[src/rtl/xbar_slot_ctrl.sv]
// xbar_slot_ctrl: per-slot sequencer that locks scheduler grants to egresses and drives dequeue/crossbar control
module xbar_slot_ctrl #(
  parameter int SLOT_CYCLES = 16,
  parameter int LEN_W       = 8,
  parameter int TIMEOUT     = 8
) (
  input  logic             clk,
  input  logic             rst_n,
  input  logic             enable,
  output logic             sched_en,
  input  logic             sched_done,
  input  logic [3:0]       sched_grant,
  input  logic [7:0]       sched_sel,
  output logic [3:0]       is_busy,
  output logic [7:0]       busy_voq_num,
  input  logic [4*LEN_W-1:0] pkt_len,
  output logic [3:0]       deq_start,
  output logic [3:0]       deq_word,
  output logic [7:0]       xbar_sel,
  output logic [3:0]       xbar_vld,
  output logic             timeout_err,
  output logic             conflict_err
);
  localparam int SW = (SLOT_CYCLES > 1) ? $clog2(SLOT_CYCLES) : 1;
  localparam int TW = (TIMEOUT > 1) ? $clog2(TIMEOUT) : 1;
  typedef enum logic [2:0] {IDLE, SCHED, WAIT, LOAD, XFER} state_t;
  state_t state, nxt;
  logic [SW-1:0] slot_cnt;
  logic [TW-1:0] wait_cnt;
  logic [LEN_W-1:0] rem [4];
  logic [3:0] newl, gnew, held;
  logic gconf, slot_last, wait_last;
  assign slot_last = slot_cnt == SW'(SLOT_CYCLES - 1);
  assign wait_last = wait_cnt == TW'(TIMEOUT - 1);
  assign sched_en  = state == SCHED;
  // state register
  always_ff @(posedge clk or negedge rst_n)
    if (!rst_n) state <= IDLE;
    else state <= nxt;
  // next-state: enable is only looked at when a slot ends
  always_comb begin
    nxt = state;
    case (state)
      IDLE:  nxt = enable ? SCHED : IDLE;
      SCHED: nxt = WAIT;
      WAIT:  nxt = (sched_done || wait_last) ? LOAD : WAIT;
      LOAD:  nxt = XFER;
      XFER:  nxt = slot_last ? (enable ? SCHED : IDLE) : XFER;
      default: nxt = IDLE;
    endcase
  end
  // grant filter: in ingress order, drop grants whose egress is already held or newly claimed
  always_comb begin
    held  = '0;
    gnew  = '0;
    gconf = 1'b0;
    for (int i = 0; i < 4; i++)
      if (is_busy[i]) held[busy_voq_num[2*i+:2]] = 1'b1;
    for (int i = 0; i < 4; i++)
      if (sched_grant[i] && !is_busy[i]) begin
        if (held[sched_sel[2*i+:2]]) gconf = 1'b1;
        else begin
          gnew[i] = 1'b1;
          held[sched_sel[2*i+:2]] = 1'b1;
        end
      end
  end
  // locks, remaining lengths, slot/wait counters and sticky errors
  always_ff @(posedge clk or negedge rst_n)
    if (!rst_n) begin
      is_busy      <= '0;
      busy_voq_num <= '0;
      newl         <= '0;
      slot_cnt     <= '0;
      wait_cnt     <= '0;
      timeout_err  <= 1'b0;
      conflict_err <= 1'b0;
      for (int i = 0; i < 4; i++) rem[i] <= '0;
    end else begin
      case (state)
        SCHED: begin
          wait_cnt <= '0;
          newl     <= '0;
        end
        WAIT: begin
          wait_cnt <= wait_cnt + 1'b1;
          if (sched_done) begin
            is_busy <= is_busy | gnew;
            newl    <= gnew;
            if (gconf) conflict_err <= 1'b1;
            for (int i = 0; i < 4; i++)
              if (gnew[i]) busy_voq_num[2*i+:2] <= sched_sel[2*i+:2];
          end else if (wait_last) timeout_err <= 1'b1;
        end
        LOAD: begin
          newl     <= '0;
          slot_cnt <= '0;
          for (int i = 0; i < 4; i++)
            if (newl[i]) begin
              rem[i] <= pkt_len[i*LEN_W+:LEN_W];
              if (pkt_len[i*LEN_W+:LEN_W] == '0) is_busy[i] <= 1'b0;
            end
        end
        XFER: begin
          slot_cnt <= slot_last ? '0 : slot_cnt + 1'b1;
          for (int i = 0; i < 4; i++)
            if (is_busy[i] && rem[i] != '0) begin
              rem[i] <= rem[i] - 1'b1;
              if (rem[i] == LEN_W'(1)) is_busy[i] <= 1'b0;
            end
        end
        default: ;
      endcase
    end
  // dequeue strobes: start only for non-empty new locks, words while length remains
  always_comb begin
    deq_start = '0;
    deq_word  = '0;
    for (int i = 0; i < 4; i++) begin
      deq_start[i] = (state == LOAD) && newl[i] && (pkt_len[i*LEN_W+:LEN_W] != '0);
      deq_word[i]  = (state == XFER) && is_busy[i] && (rem[i] != '0);
    end
  end
  // crossbar configuration mirrors the locks during LOAD/XFER only
  always_comb begin
    xbar_vld = '0;
    xbar_sel = '0;
    if (state == LOAD || state == XFER)
      for (int e = 0; e < 4; e++)
        for (int i = 0; i < 4; i++)
          if (is_busy[i] && busy_voq_num[2*i+:2] == 2'(e)) begin
            xbar_vld[e]       = 1'b1;
            xbar_sel[2*e+:2]  = 2'(i);
          end
  end
endmodule

[config.mk]
export PLATFORM = sky130hd
export DESIGN_NAME = xbar_slot_ctrl
export DESIGN_NICKNAME = d
export VERILOG_FILES = /design/src/rtl/xbar_slot_ctrl.sv
export SDC_FILE = /design/constraint.sdc
export NUM_CORES = 1
export LEC_CHECK = 0
export CORE_UTILIZATION = 52
export CTS_CLUSTER_DIAMETER = 50
export CTS_CLUSTER_SIZE = 30
export DETAILED_ROUTE_END_ITERATION = 8
export HOLD_SLACK_MARGIN = 0.03
export PLACE_DENSITY = 0.81
export REMOVE_ABC_BUFFERS = 1
export SETUP_SLACK_MARGIN = 0.4
export SYNTH_ARGS = -nofsm -noshare
export SYNTH_HDL_FRONTEND = slang
export SYNTH_SLANG_ARGS = --single-unit
export TNS_END_PERCENT = 50
[constraint.sdc]
create_clock -name clk -period 2.95 [get_ports clk]
set_clock_uncertainty 0.2 [all_clocks]
set_input_delay 0.59 -clock clk [delete_from_list [all_inputs] [get_ports clk]]
set_output_delay 0.59 -clock clk [all_outputs]
set_load 0.02 [all_outputs]
==> qor.csv <==
metric;value;unit
status;complete, no violations;
setup_viol_count_final;0;
setup_tns;0;ps
pwr-share-seq;0.284;
grt.overflow.total;0;
power.internal;3150;uW
fin_util;0.795;
cts_tree;yes;
route.met2.wl;6340;um
synth_area_leaders;dfrtp_1, a21oi_1, nor2_1;
gp_congestion;0.873;
avgSynthCellArea;8.22;um^2
critical_path.cell_chain;or3_4 -> nor4_4 -> a21boi_2 -> and2_1 -> buf_4;
die-height;89.9;um
cts_max_path_buffers;2;
die_w;89.9;um
rsz0062_at_grt;true;
max_cap_violations;0;
dr.pass1.iters;7;
final.period_utilization;0.891;
yosysWarnings;0;
rows;31;
crit_slowest_cell;dfrtp_1;
pwr-share-clk;0.137;
clk_pin_slew_worst_paths;70;ps
postRouteAntennaNets;0;
power.leakage;0.00273;uW
synth.distinct_cells;67;
cpPeakStageDelay;400;ps
grt_pass1_vias;4158;
seq_area_frac_synth;0.373;
synthXorXnorAreaFrac;0.00436;
period_needed;2630;ps
synthMuxAreaShare;0.0271;
synth_area;4020;um^2
synth.top_cell.area_share;0.373;
antenna_cells;0;
ir_drop;0.000608;V
fill_cells;457;
layout.nets;689;
power_density;961;nW/um^2
synth_async_sr_flop_share;1.00;
cp_max_fo;3;
avgRoutedWirePerCell;17.7;um
core-area;7370;um^2
ff_latch_area;1510;um^2
cts_root_buffer;clkbuf_8;
synth-seq-cells;60;
required;2160;ps
numCtsBuffers;9;
clk-insertion-delay-late;340;ps
wl_met1;5180;um
drv_slew;0;
syn_to_final_growth;45.7;%
synth_area_leader_cell;dfrtp_1;
cts-htree-levels;3;
io_buffers;82;
grt.total_usage;0.298;
end_kind;output pin;
hpwl;8250;um
routed.top_layer;met4;
synthSimpleGateAreaFrac;0.275;
io_pins;83;
synthTopCellsByCount;dfrtp_1, nor2_1, a21oi_1, nand2_1, o21ai_0;
grt_pass1_wl;19700;um
synthCells;489;
synth_fa_ha_area_frac;0.0405;
synth_compound_area_frac;0.236;
start_kind;flip-flop;
dieArea;8090;um^2
grt_max_degree;61;
synth_top_family_by_area;simple AND/OR/NAND/NOR gates;
p_sw;2480;uW
holdBufCountCts;0;
swShare;0.440;
cts.sinks;60;
slew_headroom;0.478;
multi_input_area;2590;um^2
first_iter_violations;252;
initial_core_util;0.546;
p_total;5630;uW
wl_met3;927;um
synth_edf_count;0;
vias_per_cell;6.17;
tightest_slew;783;ps
routed_wl;12900;um
hold_violations;0;
critPathArrivalTime;1840;ps
p_comb_frac;0.580;
max_freq;380;MHz
vias;4517;
synthFlopType;dfrtp_1;
antenna_found_initial;0;
post-synth-top-count-cell;dfrtp_1;
min-delay-path-class;in -> async;
drc;0;
drive_above_1_share;0.250;
path_class;reg -> out;
[routing by layer]
| metal | global-route usage | vias to the layer above |
|---|---|---|
| met1 | 0.381 | 2177 |
| met2 | 0.500 | 218 |
| met3 | 0.0770 | 50 |
| li1 | - | 2072 |
| met5 | 0 | - |
| met4 | 0.0874 | 0 |
[cells by family after synthesis]
kind of cell / count (synthesis)
adder cells (fa/ha/maj): 13
buffers and inverters: 45
flip-flops: 60
AO/OA/AOI/OAI: 156
multiplexers: 8
AND/OR/NAND/NOR: 205
XOR/XNOR: 2
[repair_timing]
item | in CTS | in global routing
cloned | 0 | 0
endpoints found under the setup margin | 35 | 45
resized for setup | 68 | 73
pin swaps | 10 | 28
setup buffers | 16 | 22
[power groups by stage]
stage          sequential (uW)  clock, uW  combinational, uW
2_1_floorplan             1590          0               1580
3_3_place_gp              1560          0               2570
3_5_place_dp              1580          0               2650
4_1_cts                   1580        775               2810
5_1_grt                   1640        812               3530
6_report                  1600        769               3260
[flip-flops by register name, summed over array words and instances (netlist names)]
signal,count
conflict_err,1
wait_cnt,3
newl,4
rem,32
busy_voq_num,8
state,3
timeout_err,1
slot_cnt,4
is_busy,4
[final cells by class]
| type | count | area share |
|---|---|---|
| clock buffer | 12 | 0.0265 |
| tap | 99 | 0.0211 |
| inverter | 21 | 0.0135 |
| multi-input combinational | 384 | 0.441 |
| clock inverter | 4 | 0.00812 |
| timing repair buffer | 152 | 0.232 |
| sequential | 60 | 0.258 |
[final timing paths]
check                            startpoint           end  slack (ps)  cells after the start
worst min-delay path                  rst_n       rem[21]         200                      2
worst max register to register   is_busy[3]  conflict_err         380                      9
worst max-delay path                rem[22]   deq_word[1]         320                      5
min in group clk                timeout_err   timeout_err         280                      1
max in group asynchronous             rst_n    is_busy[1]        1760                      2
worst min register to register  timeout_err   timeout_err         280                      1
[layout by cell type, fill, tap and decap left out, drive strengths merged, types with 12 or more instances in the layout]
cell           instances
a21oi                 53
buf                   75
clkbuf                18
clkdlybuf4s50         35
dfrtp                 60
dlygate4sd2           12
dlymetal6s2s          20
ha                    13
inv                   21
nand2                 35
nand3                 20
nor2                  54
nor3                  18
nor4                  12
o21ai                 44
[stage by stage]
| stage | std cells | area (um^2) | setup slack [ps] | hold slack, ps |
|---|---|---|---|---|
| 3_5_place_dp | 678 | 5110 | -142 | 263 |
| 4_1_cts | 710 | 5480 | 169 | 239 |
| 2_1_floorplan | 465 | 3920 | -523 | 94.4 |
| 5_1_grt | 732 | 5860 | 255 | 276 |
| 6_report | 732 | 5860 | 320 | 201 |
| 3_3_place_gp | 678 | 5110 | -167 | 252 |
[critical path: cells and delay by family, from the launching register on]
family                 cells  cell delay, ps
AOI/OAI and AO/OA          1             100
and+or+nand+nor            3             850
DFF                        1             400
buffers and inverters      1             150
(Power assumes the default switching activity.)
==> variant 1 (config.mk and constraints unchanged) <==
`LEN_W`: 8 -> 16.
--- a/src/rtl/xbar_slot_ctrl.sv
+++ b/src/rtl/xbar_slot_ctrl.sv
@@ -1,7 +1,7 @@
 // xbar_slot_ctrl: per-slot sequencer that locks scheduler grants to egresses and drives dequeue/crossbar control
 module xbar_slot_ctrl #(
   parameter int SLOT_CYCLES = 16,
-  parameter int LEN_W       = 8,
+  parameter int LEN_W       = 16,
   parameter int TIMEOUT     = 8
 ) (
   input  logic             clk,
Ports: changed (resized pkt_len); port bits go from 83 to 115. No check against the original RTL was run, so the function may have changed too.
==> variant 1 against the unedited design <==
The run now ends with design-rule violations, negative setup slack left; critical endpoint is now deq_word[3]; total power increased by 74%; count of clock-buffer cells in the layout increased by 2; cell area increased by 68%; routed wire length increased by 100%; largest cell class unchanged; die area increased by 54%; sequential cell count increased by 32; setup slack got worse by 0.48 ns; area after synthesis increased by 55%.
==> variant 1: results (changes against the unedited design) <==
- Worst Setup EP: deq_word[3] (was deq_word[1])
- Synth top cells by count: 98 x nor2_1, 92 x dfrtp_1, 63 x nand2_1 (was 60 x dfrtp_1, 54 x nor2_1, 53 x a21oi_1)
- R2R Path End: rem[16] (was conflict_err)
- Final setup TNS: -0.161 ns (was 0 ns)
- Worst skew pair latency: 0.36 ns (was 0.34 ns)
- R2R setup slack: 0.13 ns (was 0.38 ns)
- Hold WS: 0.278 ns (was 0.201 ns)
- Met3 WL: 2.67 mm (was 927 microns)
- Clk root buf: clkbuf_16 (was clkbuf_8)
- R2r startpoint: rem[30] (was is_busy[3])
- Worst Tran Pin Value: 0.591 ns (was 0.783 ns)
- HPWL reported at the end of detailed placement: 14.2 mm (was 8.25 mm)
- Critical path arrival: 2.32 ns (was 1.84 ns)
- Final setup fails: 2 (was 0)
- DR vias/cell: 7.02 (was 6.17)
- Largest net degree at the start of global routing: 114 (was 61)
- Top flop regs: rem (64), busy_voq_num (8) (was rem (32), busy_voq_num (8))
- Sequential-to-total area share from yosys stat: 36.8% (was 37.3%)
- Fin cells: 1146 (was 732)
- Buffers added on ports: 114 (was 82)
- Failing checks: design-rule violations, negative setup slack
- Iter 0 DRT Violations: 1178 (was 252)
- Wirelength per Cell: 22.9 microns (was 17.7 microns)
- Met2 Use GR: 58.6% (was 50.0%)
- Peak VDD IR: 0.475 mV (was 0.608 mV)
- Drt drc: 9 (was 0)
- Highest routed layer: met4 (unchanged)
- PnR worst setup slack: -0.156 ns (was 0.320 ns)
- Post-place setup slack: -0.205 ns (was -0.142 ns)
- LEAKAGE: 4.18 nW (was 2.73 nW)
- Met2 routed WL: 12.4 mm (was 6.34 mm)
- First drt pass iteration count: 9 (was 7)
- Wire length on met1: 9.68 mm (was 5.18 mm)
- Vias in the first global route: 7396 (was 4158)
- DP Area: 0.00815 sq mm (was 0.00511 sq mm)
- Syn Inst Count: 770 (was 489)
- Hold crit path type: flip-flop to flip-flop (was input pin to asynchronous set/reset pin)
- Routability cong.: 0.940 (was 0.873)
- Status: complete, but fails checks (was complete, no violations)
- Top cells by area, synth: dfrtp_1 37%, nor2_1 5.9%, a21oi_1 5.0% (was dfrtp_1 37%, a21oi_1 6.6%, nor2_1 5.0%)
-- variant 1: cell types whose count changed after synthesis, moves of 8 or more --
cell | before | now
clkbuf_1 | 16 | 33
dfrtp_1 | 60 | 92
o22a_1 | 1 | 9
nand2_1 | 35 | 63
nand4_1 | 4 | 12
a21oi_1 | 53 | 62
nor4_1 | 10 | 26
o21ai_1 | 11 | 37
nor2_1 | 54 | 98
nor3_1 | 18 | 33
o2bb2ai_1 | 1 | 9
a2bb2oi_1 | 1 | 9
-- variant 1: report_power, final --
group / switching (mW) / total [mW] / internal, mW
clock: 0.518 / 1.11 / 0.594
sequential: 0.810 / 2.68 / 1.86
combinational: 3.14 / 6.00 / 2.86
-- variant 1: area by class of cell --
cell class              count  area [sq um]
multi-input cells         611          4600
repair buffers            265          2450
flip-flops and latches     92          2310
fillers                   566          1700
clock buffers              14           254
well taps                 143           179
inverters                  19          71.3
clock inverters             2          10.0
-- variant 1: repair_timing --
| item | in CTS | in global routing |
|---|---|---|
| hold buffers | 1 | 0 |
| setup endpoints to repair | 73 | 88 |
| pin swaps | 74 | 69 |
| endpoints found under the hold margin | 29 | 0 |
| cloned | 2 | 1 |
| gates resized for setup | 250 | 121 |
| setup buffers | 33 | 16 |
-- variant 1: cells by family (layout without fill, tap and decap cells) --
logic type | Yosys count | after routing | synth area share (%)
buf+inv | 68 | 300 | 4.48
xor+xnor | 1 | 1 | 0.140
flops | 92 | 92 | 36.8
compound gates | 255 | 256 | 26.6
simple gates | 330 | 330 | 27.3
mux | 13 | 13 | 2.46
fa+ha+maj | 11 | 11 | 2.20
-- variant 1: critical path, cell delays in order, from the launching register on --
cell and delay (ns):
dfrtp_1 0.40, inv_2 0.10, ha_4 0.14, or3b_4 0.38, or3_4 0.41, o31ai_4 0.28, nor2_1 0.09, buf_4 0.16
==> variant 2 (same flow settings) <==
Made on the original files. Reset style: synchronous (`rst_n`), changed in 2 clocked blocks.
--- a/src/rtl/xbar_slot_ctrl.sv
+++ b/src/rtl/xbar_slot_ctrl.sv
@@ -34,7 +34,7 @@
   assign wait_last = wait_cnt == TW'(TIMEOUT - 1);
   assign sched_en  = state == SCHED;
   // state register
-  always_ff @(posedge clk or negedge rst_n)
+  always_ff @(posedge clk)
     if (!rst_n) state <= IDLE;
     else state <= nxt;
   // next-state: enable is only looked at when a slot ends
@@ -66,7 +66,7 @@
       end
   end
   // locks, remaining lengths, slot/wait counters and sticky errors
-  always_ff @(posedge clk or negedge rst_n)
+  always_ff @(posedge clk)
     if (!rst_n) begin
       is_busy      <= '0;
       busy_voq_num <= '0;
Behaviour: differs if rst_n is asserted again (counterexample within 4 cycles, from zero or initial values and one cycle with rst_n low); with rst_n held inactive, the same outputs for 10 cycles.
==> variant 2 against the unedited design <==
Area after synthesis up 0.96%; routed wire length down 5.4%; synthesized cell count down 4.3%; highest routed layer unchanged; sequential cell count unchanged; setup slack better by 0.0056 ns; cell area down 0.17%; register-to-register slack better by 0.03 ns; count of clock-buffer cells in the layout down 1; worst hold slack better by 0.071 ns; fmax up 0.21%.
Power is not compared: it rests on default switching activity, and its combinational part moved more than twofold at a synthesized area within 25%.
==> variant 2: results (changes against the unedited design) <==
- Main synth FF type: edfxtp_1 (was dfrtp_1)
- Clock group share of total power: 39.0%
- Met1 Track Usage GR: 34.3% (was 38.1%)
- Placed insts: 671 (was 678)
- # resized after CTS: 71 (was 68)
- Crit-path max cell delay: 0.56 ns (was 0.40 ns)
- Async set or reset register ratio after synthesis: 0% (was 100%)
- CP max-delay cell: or4_4 (was dfrtp_1)
- Hold Crit Start: slot_cnt[3]
- Met3 WL: 762 microns (was 927 microns)
- Area fraction in compound gates after synthesis: 18.6% (was 23.6%)
- Syn Inst Count: 468 (was 489)
- Post-place setup slack: -0.150 ns (was -0.142 ns)
- Mux share of post-synthesis cell area: 1.97% (was 2.71%)
- # fillers: 487 (was 457)
- Unique cell type count in the Yosys netlist: 60 (was 67)
- Ant. Diodes: 0 (unchanged)
- Share of post-route cells with drive strength above 1: 23.9% (was 25.0%)
- Met2 routed WL: 6.37 mm (was 6.34 mm)
- Wire length on met1: 4.81 mm (was 5.18 mm)
- Wirelength per Cell: 17.2 microns (was 17.7 microns)
- DR vias/cell: 5.95 (was 6.17)
- Area of the multi-input gates: 0.00259 sq mm (about the same)
- Nets: 672 (was 689)
- Iter 0 DRT Violations: 386 (was 252)
- Hold crit path type: flip-flop to flip-flop (was input pin to asynchronous set/reset pin)
- Post-CTS Setup Bufs: 14 (was 16)
- Sequential-to-total area share from yosys stat: 37.5% (was 37.3%)
- Met2 Use GR: 51.5% (was 50.0%)
- Status: complete, no violations (unchanged)
- Top cells by area, synth: edfxtp_1 24%, dfxtp_1 14%, nor2_1 6.9% (was dfrtp_1 37%, a21oi_1 6.6%, nor2_1 5.0%)
- Worst Tran Pin Value: 0.511 ns (was 0.783 ns)
- Synth top cells by count: 75 x nor2_1, 46 x nand2_1, 32 x edfxtp_1 (was 60 x dfrtp_1, 54 x nor2_1, 53 x a21oi_1)
- CP Max Fanout: 2 (was 3)
- First-pass GRT wire length: 18.8 mm (was 19.7 mm)
- Number of synthesized flops with an enable pin: 32 (was 0)
- First drt pass iteration count: 5 (was 7)
- Vias: 4242 (was 4517)
- CP startpoint: rem[2][5] (was rem[22])
- DP Area: 0.00520 sq mm (was 0.00511 sq mm)
- Largest net degree at the start of global routing: 26 (was 61)
- Routability cong.: 0.882 (was 0.873)
- GRT Util Overall: 28.7% (was 29.8%)
- Post-Synth Adder-Cell Area: 4.62% (was 4.05%)
- XOR/XNOR share of the synthesized area: 4.96% (was 0.436%)
- Global routing usage on met3: 4.21% (was 7.70%)
- HPWL reported at the end of detailed placement: 8.56 mm (was 8.25 mm)
-- variant 2: changes by cell type in the layout (fill, tap and decap cells not counted), moves of 12 or more --
cell,unedited run,this run
clkdlybuf4s50_1,35,50
xnor2_1,2,16
nand2_1,34,46
dfxtp_1,0,21
nor2_1,52,74
edfxtp_1,0,32
dfrtp_1,53,0
a21oi_1,51,27
o21ai_0,33,20
-- variant 2: worst paths after layout --
check	end	cells after the start	slack, ns
min	slot_cnt[3]	1	0.27
min reg2reg	slot_cnt[3]	1	0.27
max reg2reg	rem[2][0]	8	0.41
max	deq_word[2]	5	0.33
-- variant 2: final cells by class --
| class | instances | share of cell area [%] |
|---|---|---|
| Sequential cell | 60 | 26.3 |
| Tap cell | 99 | 2.12 |
| Inverter | 22 | 1.41 |
| Multi-Input combinational cell | 372 | 44.4 |
| Timing Repair Buffer | 144 | 21.7 |
| Clock buffer | 11 | 2.61 |
| Clock inverter | 5 | 1.41 |
